## config.mk

```make
export PLATFORM = sky130hd
export DESIGN_NAME = stack_unit_flat
export DESIGN_NICKNAME = d
export VERILOG_FILES = /design/src/rtl/musa_stack_pkg.sv /design/src/rtl/stack_unit_if.sv /design/src/rtl/stack_ram.sv /design/src/rtl/stack_unit.sv /design/src/flat_wrapper.sv
export SDC_FILE = /design/constraint.sdc
export NUM_CORES = 1
export LEC_CHECK = 0
export CAP_MARGIN = 20
export CORE_MARGIN = 2
export CORE_UTILIZATION = 40
export CTS_BUF_LIST = sky130_fd_sc_hd__clkbuf_4 sky130_fd_sc_hd__clkbuf_8
export CTS_CLUSTER_SIZE = 10
export DETAILED_ROUTE_END_ITERATION = 16
export PLACE_DENSITY = 0.53
export SLEW_MARGIN = 20
export SYNTH_ARGS = -nofsm -noshare
export SYNTH_HDL_FRONTEND = slang
export SYNTH_SLANG_ARGS = --single-unit
```

## constraint.sdc

```tcl
create_clock -name clk -period 5.04 [get_ports clk]
set_input_delay 0.756 -clock clk [delete_from_list [all_inputs] [get_ports clk]]
set_output_delay 0.756 -clock clk [all_outputs]
set_load 0.01 [all_outputs]
```

## src/rtl/musa_stack_pkg.sv

```systemverilog
// rtl/musa_stack_pkg.sv - shared constants and operation decode for the stack unit
package musa_stack_pkg;

   localparam int DATA_WIDTH_DEF = 32;
   localparam int DEPTH_DEF      = 16;

   // Encoding follows {push, pop} so decode is a plain cast
   typedef enum logic [1:0] {
      NOP     = 2'b00,
      POP     = 2'b01,
      PUSH    = 2'b10,
      REPLACE = 2'b11
   } stack_op_e;

   function automatic stack_op_e decode_op(input logic push, input logic pop);
      return stack_op_e'({push, pop});
   endfunction

endpackage

```

## src/rtl/stack_unit_if.sv

```systemverilog
// rtl/stack_unit_if.sv - decode-side request and status bundle for the stack unit
interface stack_unit_if
   import musa_stack_pkg::*;
#(
   parameter int DATA_WIDTH = DATA_WIDTH_DEF,
   parameter int DEPTH      = DEPTH_DEF
);
   localparam int ADDR_WIDTH = $clog2(DEPTH);

   logic                  push;
   logic                  pop;
   logic [DATA_WIDTH-1:0] push_data;
   logic                  clear_err;
   logic [DATA_WIDTH-1:0] pop_data;
   logic                  pop_valid;
   logic [ADDR_WIDTH:0]   count;
   logic                  empty;
   logic                  full;
   logic                  overflow;
   logic                  underflow;

   // Decode stage drives requests and observes status
   modport master (
      output push, pop, push_data, clear_err,
      input  pop_data, pop_valid, count, empty, full, overflow, underflow
   );

   // The stack unit consumes requests and reports status
   modport slave (
      input  push, pop, push_data, clear_err,
      output pop_data, pop_valid, count, empty, full, overflow, underflow
   );

endinterface

```

## src/rtl/stack_ram.sv

```systemverilog
// rtl/stack_ram.sv - unreset storage array with one sync write and one async read
module stack_ram
   import musa_stack_pkg::*;
#(
   parameter int DATA_WIDTH = DATA_WIDTH_DEF,
   parameter int DEPTH      = DEPTH_DEF,
   localparam int ADDR_WIDTH = $clog2(DEPTH)
) (
   input  logic                  clk,
   input  logic                  i_wr_en,
   input  logic [ADDR_WIDTH-1:0] i_wr_addr,
   input  logic [DATA_WIDTH-1:0] i_wr_data,
   input  logic [ADDR_WIDTH-1:0] i_rd_addr,
   output logic [DATA_WIDTH-1:0] o_rd_data
);

   logic [DATA_WIDTH-1:0] r_mem [DEPTH];

   // Write the addressed entry; contents survive reset on purpose
   always_ff @(posedge clk) begin
      if (i_wr_en) begin
         r_mem[i_wr_addr] <= i_wr_data;
      end
   end

   assign o_rd_data = r_mem[i_rd_addr];

endmodule

```

## src/rtl/stack_unit.sv

```systemverilog
// rtl/stack_unit.sv - LIFO for push/pop stack instructions with occupancy and sticky error flags
module stack_unit
   import musa_stack_pkg::*;
#(
   parameter int DATA_WIDTH = DATA_WIDTH_DEF,
   parameter int DEPTH      = DEPTH_DEF,
   localparam int ADDR_WIDTH = $clog2(DEPTH)
) (
   input  logic       clk,
   input  logic       rst,
   stack_unit_if.slave bus
);

   localparam logic [ADDR_WIDTH:0]   CNT_ONE   = (ADDR_WIDTH+1)'(1);
   localparam logic [ADDR_WIDTH:0]   CNT_DEPTH = (ADDR_WIDTH+1)'(DEPTH);
   localparam logic [ADDR_WIDTH-1:0] ADDR_ONE  = ADDR_WIDTH'(1);

   logic [ADDR_WIDTH:0]   r_count;
   logic [DATA_WIDTH-1:0] r_pop_data;
   logic                  r_pop_valid;
   logic                  r_overflow;
   logic                  r_underflow;

   stack_op_e             w_op;
   logic                  w_empty;
   logic                  w_full;
   logic [ADDR_WIDTH-1:0] w_rd_addr;
   logic [DATA_WIDTH-1:0] w_rd_data;
   logic                  w_wr_en;
   logic [ADDR_WIDTH-1:0] w_wr_addr;
   logic [ADDR_WIDTH:0]   w_count_nxt;
   logic                  w_pop_ok;
   logic                  w_ovf_set;
   logic                  w_unf_set;

   assign w_op    = decode_op(bus.push, bus.pop);
   assign w_empty = (r_count == '0);
   assign w_full  = (r_count == CNT_DEPTH);
   // When full the low bits are zero, so the wrap of the subtraction lands on DEPTH-1
   assign w_rd_addr = r_count[ADDR_WIDTH-1:0] - ADDR_ONE;

   stack_ram #(
      .DATA_WIDTH (DATA_WIDTH),
      .DEPTH      (DEPTH)
   ) u_ram (
      .clk       (clk),
      .i_wr_en   (w_wr_en),
      .i_wr_addr (w_wr_addr),
      .i_wr_data (bus.push_data),
      .i_rd_addr (w_rd_addr),
      .o_rd_data (w_rd_data)
   );

   // Decide write, occupancy change and error events for this cycle's request
   always_comb begin
      w_wr_en     = 1'b0;
      w_wr_addr   = r_count[ADDR_WIDTH-1:0];
      w_count_nxt = r_count;
      w_pop_ok    = 1'b0;
      w_ovf_set   = 1'b0;
      w_unf_set   = 1'b0;
      case (w_op)
         PUSH: begin
            if (w_full) begin
               w_ovf_set = 1'b1;
            end else begin
               w_wr_en     = 1'b1;
               w_count_nxt = r_count + CNT_ONE;
            end
         end
         POP: begin
            if (w_empty) begin
               w_unf_set = 1'b1;
            end else begin
               w_pop_ok    = 1'b1;
               w_count_nxt = r_count - CNT_ONE;
            end
         end
         REPLACE: begin
            // Empty: the push still lands at entry 0 while the pop fails
            w_wr_en = 1'b1;
            if (w_empty) begin
               w_count_nxt = CNT_ONE;
               w_unf_set   = 1'b1;
            end else begin
               w_pop_ok  = 1'b1;
               w_wr_addr = w_rd_addr;
            end
         end
         default: ;
      endcase
   end

   // Occupancy, popped-word register and sticky flags; a new error beats clear_err
   always_ff @(posedge clk or negedge rst) begin
      if (!rst) begin
         r_count     <= '0;
         r_pop_data  <= '0;
         r_pop_valid <= 1'b0;
         r_overflow  <= 1'b0;
         r_underflow <= 1'b0;
      end else begin
         r_count     <= w_count_nxt;
         r_pop_valid <= w_pop_ok;
         if (w_pop_ok) begin
            r_pop_data <= w_rd_data;
         end
         if (w_ovf_set) begin
            r_overflow <= 1'b1;
         end else if (bus.clear_err) begin
            r_overflow <= 1'b0;
         end
         if (w_unf_set) begin
            r_underflow <= 1'b1;
         end else if (bus.clear_err) begin
            r_underflow <= 1'b0;
         end
      end
   end

   assign bus.pop_data  = r_pop_data;
   assign bus.pop_valid = r_pop_valid;
   assign bus.count     = r_count;
   assign bus.empty     = w_empty;
   assign bus.full      = w_full;
   assign bus.overflow  = r_overflow;
   assign bus.underflow = r_underflow;

endmodule

```

## src/flat_wrapper.sv

```systemverilog
// flat-port wrapper written by rule: the top's interface ports become plain ports
module stack_unit_flat import musa_stack_pkg::*;
#(
   parameter int DATA_WIDTH = DATA_WIDTH_DEF,
   parameter int DEPTH      = DEPTH_DEF,
   localparam int ADDR_WIDTH = $clog2(DEPTH)
)
  (clk, rst, bus_push, bus_pop, bus_push_data, bus_clear_err, bus_pop_data, bus_pop_valid, bus_count, bus_empty, bus_full, bus_overflow, bus_underflow);
  stack_unit_if #(.DATA_WIDTH(DATA_WIDTH), .DEPTH(DEPTH)) bus_i ();
  input  logic clk;
  input  logic rst;
  input wire logic [$bits(bus_i.push)-1:0] bus_push;
  input wire logic [$bits(bus_i.pop)-1:0] bus_pop;
  input wire logic [$bits(bus_i.push_data)-1:0] bus_push_data;
  input wire logic [$bits(bus_i.clear_err)-1:0] bus_clear_err;
  output wire logic [$bits(bus_i.pop_data)-1:0] bus_pop_data;
  output wire logic [$bits(bus_i.pop_valid)-1:0] bus_pop_valid;
  output wire logic [$bits(bus_i.count)-1:0] bus_count;
  output wire logic [$bits(bus_i.empty)-1:0] bus_empty;
  output wire logic [$bits(bus_i.full)-1:0] bus_full;
  output wire logic [$bits(bus_i.overflow)-1:0] bus_overflow;
  output wire logic [$bits(bus_i.underflow)-1:0] bus_underflow;
  assign bus_i.push = bus_push;
  assign bus_i.pop = bus_pop;
  assign bus_i.push_data = bus_push_data;
  assign bus_i.clear_err = bus_clear_err;
  assign bus_pop_data = bus_i.pop_data;
  assign bus_pop_valid = bus_i.pop_valid;
  assign bus_count = bus_i.count;
  assign bus_empty = bus_i.empty;
  assign bus_full = bus_i.full;
  assign bus_overflow = bus_i.overflow;
  assign bus_underflow = bus_i.underflow;
  stack_unit #(.DATA_WIDTH(DATA_WIDTH), .DEPTH(DEPTH)) u_core (.clk(clk), .rst(rst), .bus(bus_i));
endmodule
```

## After elaboration in Yosys (flattened, before gate mapping)

Memories as Yosys holds them, arrays and structs flattened. A register that Yosys moved wholly into a read port is not among the register bits.
Index checks and enable logic that the tools add are counted.

- Add/subtract/negate cells: 3
- Bitwise operators: 0
- Div/mod/pow operators: 0
- Reductions and logical operators: 7
- Shift operators: 0
- Multipliers: 0
- Multiplexer cells: 19
- Equal/unequal tests: 7
- Magnitude comparators: 0

Operators by type and width:

| operator | count |
|---|---|
| 5-bit two-way mux | 3 |
| 5-bit case mux with 3 select lines | 1 |
| 1-bit two-way mux | 12 |
| 4-bit two-way mux | 2 |
| 2-bit != test (second input constant) | 3 |
| 5-bit by 1-bit adder with 5-bit output (second input constant) | 1 |
| 5-bit == test (second input constant) | 1 |
| 5-bit logical NOT | 1 |
| 5-bit by 1-bit subtractor with 5-bit output (second input constant) | 1 |
| 2-bit == test (second input constant) | 2 |
| 4-bit AND reduction | 1 |
| 2-bit nonzero test | 2 |
| 4-bit by 1-bit subtractor with 4-bit output (second input constant) | 1 |
| 3-bit nonzero test | 1 |
| 2-bit by 1-bit == test with 1-bit output (second input constant) | 1 |
| 1-bit case mux with 2 select lines | 1 |
| 2-bit OR reduction | 1 |
| 1-bit logical NOT | 1 |

- Bits of input ports: 37
- Register bits after elaboration: 8
- Logic and storage cells: 41
- Bits in writable memories: 512
- Output and inout bits: 42
- Memories: 1
- Bits in read-only memories: 0
- Latch bits: 0

Memories:

| name | depth | width | rd ports | clocked after Yosys merged registers in | write ports | line | source |
|---|---|---|---|---|---|---|---|
| u_core.u_ram.r_mem | 16 | 32 | 1 | 1 | 1 | stack_ram.sv:17 | `logic [DATA_WIDTH-1:0] r_mem [DEPTH];` |

## Logic depth before layout (Yosys ltp)

- Depth after elaboration: 5
- Mapped depth: 12
- Depth with buffers taken out: 8

## Hierarchy

Synthesis repeated with hierarchy kept, for this count alone.

- Cell total of the unflattened synthesis: 1033
- Area total of the unflattened synthesis: 21139.0 um^2

By module, submodules not included:

| module | cells an instance | seq. area each (um^2) | instances | area each (um^2) |
|---|---|---|---|---|
| stack_ram | 806 | 15374.7 | 1 | 19213.4 |
| stack_unit | 227 | 1001.0 | 1 | 1925.6 |

## Least setup slack after synthesis

Ideal clock, no wire load.

- Path type: register to register
- Start: reg u_core.r_count[0] (netlist: u_core.bus.count[0])
- End: mem u_core.u_ram.r_mem[9][0] in the netlist's numbering, enable pin
- Arrival: 3902 ps
- Cell stages (with the launch flop): 12
- Period minus slack after synthesis: 4323 ps
- Library setup time: 421 ps
- Slack: 717 ps
- Data required time: 4619 ps
- Path buffers: 3
- Cell sequence: dfrtp_1 clkbuf_1 buf_2 clkinv_1 ha_1 or4b_1 buf_4 inv_1 nor2_1 nand2_1 a211o_1 nor2_1

- Elaborated cells on any way between the ends: 9
- Those cells by class: add/sub (1); eq/ne (1); mux (6); reduce/logical (1)

RTL lines:

| item | line | source |
|---|---|---|
| start: declaration | stack_unit.sv:18 | `logic [ADDR_WIDTH:0] r_count;` |
| start signal: assignment | stack_unit.sv:103 | `r_count <= w_count_nxt;` |
| 5-bit logical NOT | stack_unit.sv:37 | `assign w_empty = (r_count == '0);` |
| net bus_empty | flat_wrapper.sv:19 | `output wire logic [$bits(bus_i.empty)-1:0] bus_empty;` |
| 4-bit two-way mux | stack_unit.sv:82 | `if (w_empty) begin` |
| 4-bit two-way mux | stack_unit.sv:62 | `case (w_op)` |
| end: declaration | stack_ram.sv:17 |  |

The timed path passes the listed nets, and every way through them passes these cells.

## Worst setup path in the final report

- Start: reg u_core.r_count[0] (netlist: u_core.bus.count[0])
- End: out bus_count[0]

RTL lines:

| item | line | source |
|---|---|---|
| end: declaration | flat_wrapper.sv:18 | `output wire logic [$bits(bus_i.count)-1:0] bus_count;` |

No word-level cell between the ends.

==> flow_summary.json <==
{
  "outcome": "completed",
  "row_count": 84,
  "first_pass_iters": 5,
  "final_area_um2": 25000,
  "cp_cell_sequence": "buf_4 -> buf_12 -> clkdlybuf4s50_1",
  "diodes": 0,
  "cts_tree": "done",
  "cp_max_fo": 98,
  "worstPathArrival_ns": 3.20,
  "cts.sinks": 552,
  "worstMarginPinSlew_ns": 1.04,
  "drive_gt1_share_pct": 25.6,
  "avgSynthCellArea_um2": 19.8,
  "synth_cell_type_count": 46,
  "period_share_pct": 78.5,
  "synth_fp_nets": 1119,
  "ys.flop_type": "edfxtp_1",
  "htree_levels": 3,
  "hold_class": "in -> async",
  "num_vias": 10603,
  "grt_max_degree": 99,
  "tns_ns": 0,
  "grt_pass1_wl_um": 73100,
  "finalCriticalPeriod_ns": 3.95,
  "fin_util_pct": 47.5,
  "yosysSeqAreaShare_pct": 76.7,
  "ant_nets": 0,
  "finalWirelength_um": 48100,
  "drv_slew": 0,
  "area_growth_pct": 17.2,
  "drt_iter0_markers": 676,
  "cp.required_ns": 4.28,
  "ys_ff_latch": 552,
  "total_power_w": 0.0151,
  "nets": 1254,
  "synth-edff-count": 512,
  "cp-start-kind": "register",
  "cts_made_buffers": 90,
  "coreArea_um2": 52700,
  "post_cts_resized": 0,
  "fin_skew_ns": 0.0359,
  "ios": 79,
  "antenna_found_initial": 1,
  "fmax_ghz": 0.253,
  "cpMaxStageDelayCell": "buf_12",
  "grt_pass1_vias": 11595,
  "clk_pin_slew_ns": 0.06,
  "rsz0062_at_grt": "false",
  "clk_latency_ns": 0.66,
  "dpl_cell_area_um2": 23100,
  "layout_commonest_cell": "edfxtp_1",
  "yosys_warnings": 0,
  "die_x_um": 235,
  "io_buffers": 78,
  "endpoint_kind": "output port",
  "layout_common_cells": "edfxtp_1, nand2_1, mux4_2, clkbuf_8, clkdlybuf4s50_1",
  "crit_path_max_incr_delay_ns": 0.69,
  "root_buffer": "clkbuf_8",
  "setup_viol": 0,
  "viasPerCell": 5.37,
  "synthArstFlopShare_pct": 7.25,
  "worstSetupPathType": "reg -> out",
  "ctsLongestPathBuffers": 3,
  "cts_setup_buffers": 0,
  "initial_core_util_pct": 40.5,
  "slew_headroom_pct": 30.0,
  "peakVddDrop_uv": 551,
  "p_leak_nw": 8.32,
  "hold_violations": 0,
  "netlist_instances": 1076,
  "p_per_area_nw_per_um2": 604,
  "die_h_um": 235,
  "drc": 0,
  "grt_use_total_pct": 17.7,
  "die-area_um2": 55200,
  "netlist_area_um2": 21300,
  "dp_hpwl_um": 25200,
  "wl_per_cell_um": 24.4,
  "maxCapViolCount": 0,
  "hold_buffers": 0,
  "overflow": 0,
  "place.gp.congestion": 0.777
}
-- cell usage after synthesis, types with 3 or more instances --
cell type  number  share of area [%]
a31oi_1         5               0.15
clkbuf_1       30               0.53
edfxtp_1      512                 72
buf_6           4               0.21
o21a_1          3               0.11
inv_1           7               0.12
nor2b_1         3              0.088
ha_1            5               0.29
mux4_2        128                 14
dfrtp_1        40                4.7
nand3_1         5               0.12
buf_4           4               0.14
a221oi_1        3               0.12
nand2_1       137                2.4
xnor2_1         4               0.16
a211o_1        33                1.4
nor2_1         21               0.37
a21oi_1        68                1.6
buf_1           6               0.11
nor3_1          6               0.14
o21ai_0         8               0.19
buf_2          17               0.40
-- metrics by stage --
| stage | worst slack [ns] | hold WS (ns) | instances |
|---|---|---|---|
| floorplan | 0.717 | 0.460 | 1076 |
| global placement | 1.12 | 0.472 | 1807 |
| detailed placement | 1.04 | 0.480 | 1807 |
| CTS | 0.910 | 0.221 | 1975 |
| global route | 0.819 | 0.277 | 1975 |
| finish | 1.09 | 0.246 | 1975 |
-- power by group --
group / internal, W / switching [W] / leakage [nW]
clock network: 0.00228 / 0.00177 / 0.997
logic: 0.00226 / 0.00292 / 2.20
registers: 0.00564 / 0.000229 / 5.12
total: 0.0102 / 0.00493 / 8.32
-- worst paths after layout --
path,slack (ns),cells after the start,to,start
setup / recovery,1.09,3,bus_count[0],u_core.bus.count[0]$_DFFE_PN0P_
hold / removal,0.25,2,u_core.bus.pop_data[7]$_DFFE_PN0P_,rst
setup reg to reg,1.18,9,u_core.u_ram.r_mem[3][23]$_DFFE_PP_,u_core.bus.count[1]$_DFFE_PN0P_
hold reg to reg,0.49,1,u_core.bus.pop_data[26]$_DFFE_PN0P_,u_core.bus.pop_data[26]$_DFFE_PN0P_
max in group asynchronous,4.21,2,u_core.bus.count[0]$_DFFE_PN0P_,rst
min in group clk,0.49,1,u_core.bus.pop_data[26]$_DFFE_PN0P_,u_core.bus.pop_data[26]$_DFFE_PN0P_
-- cell families after synthesis --
kind of cell             synth area share [%]
buffers and inverters                    1.55
flip-flops                               76.7
AND/OR/NAND/NOR                          3.58
XOR/XNOR                                0.205
adder cells (fa/ha/maj)                 0.387
AO/OA/AOI/OAI                            3.94
multiplexers                             13.6
-- area by class of cell --
type | count | area, µm²
clock buffer | 122 | 1520
clock inverter | 46 | 374
fill | 4396 | 27600
inverter | 9 | 36.3
multi-input combinational | 454 | 4790
sequential | 552 | 16400
tap | 688 | 861
timing repair buffer | 104 | 1050
-- sequential cells by signal, indices dropped and copies added, names as in the netlist --
signal	flops
u_core.bus.count	5
u_core.bus.overflow	1
u_core.bus.pop_data	32
u_core.bus.pop_valid	1
u_core.bus.underflow	1
u_core.u_ram.r_mem	512
-- worst max-delay path, delay by kind of cell, from the launching register on --
family | cells | cell delay (ns)
flops | 1 | 0.40
buf+inv | 3 | 2.03
-- layer usage --
metal,up-vias,wire length (µm),track usage [%]
li1,4643,-,-
met1,5639,20900,23.2
met2,261,24400,30.0
met3,58,2100,3.43
met4,2,756,5.49
met5,-,14,0
(Power assumes the default switching activity.)
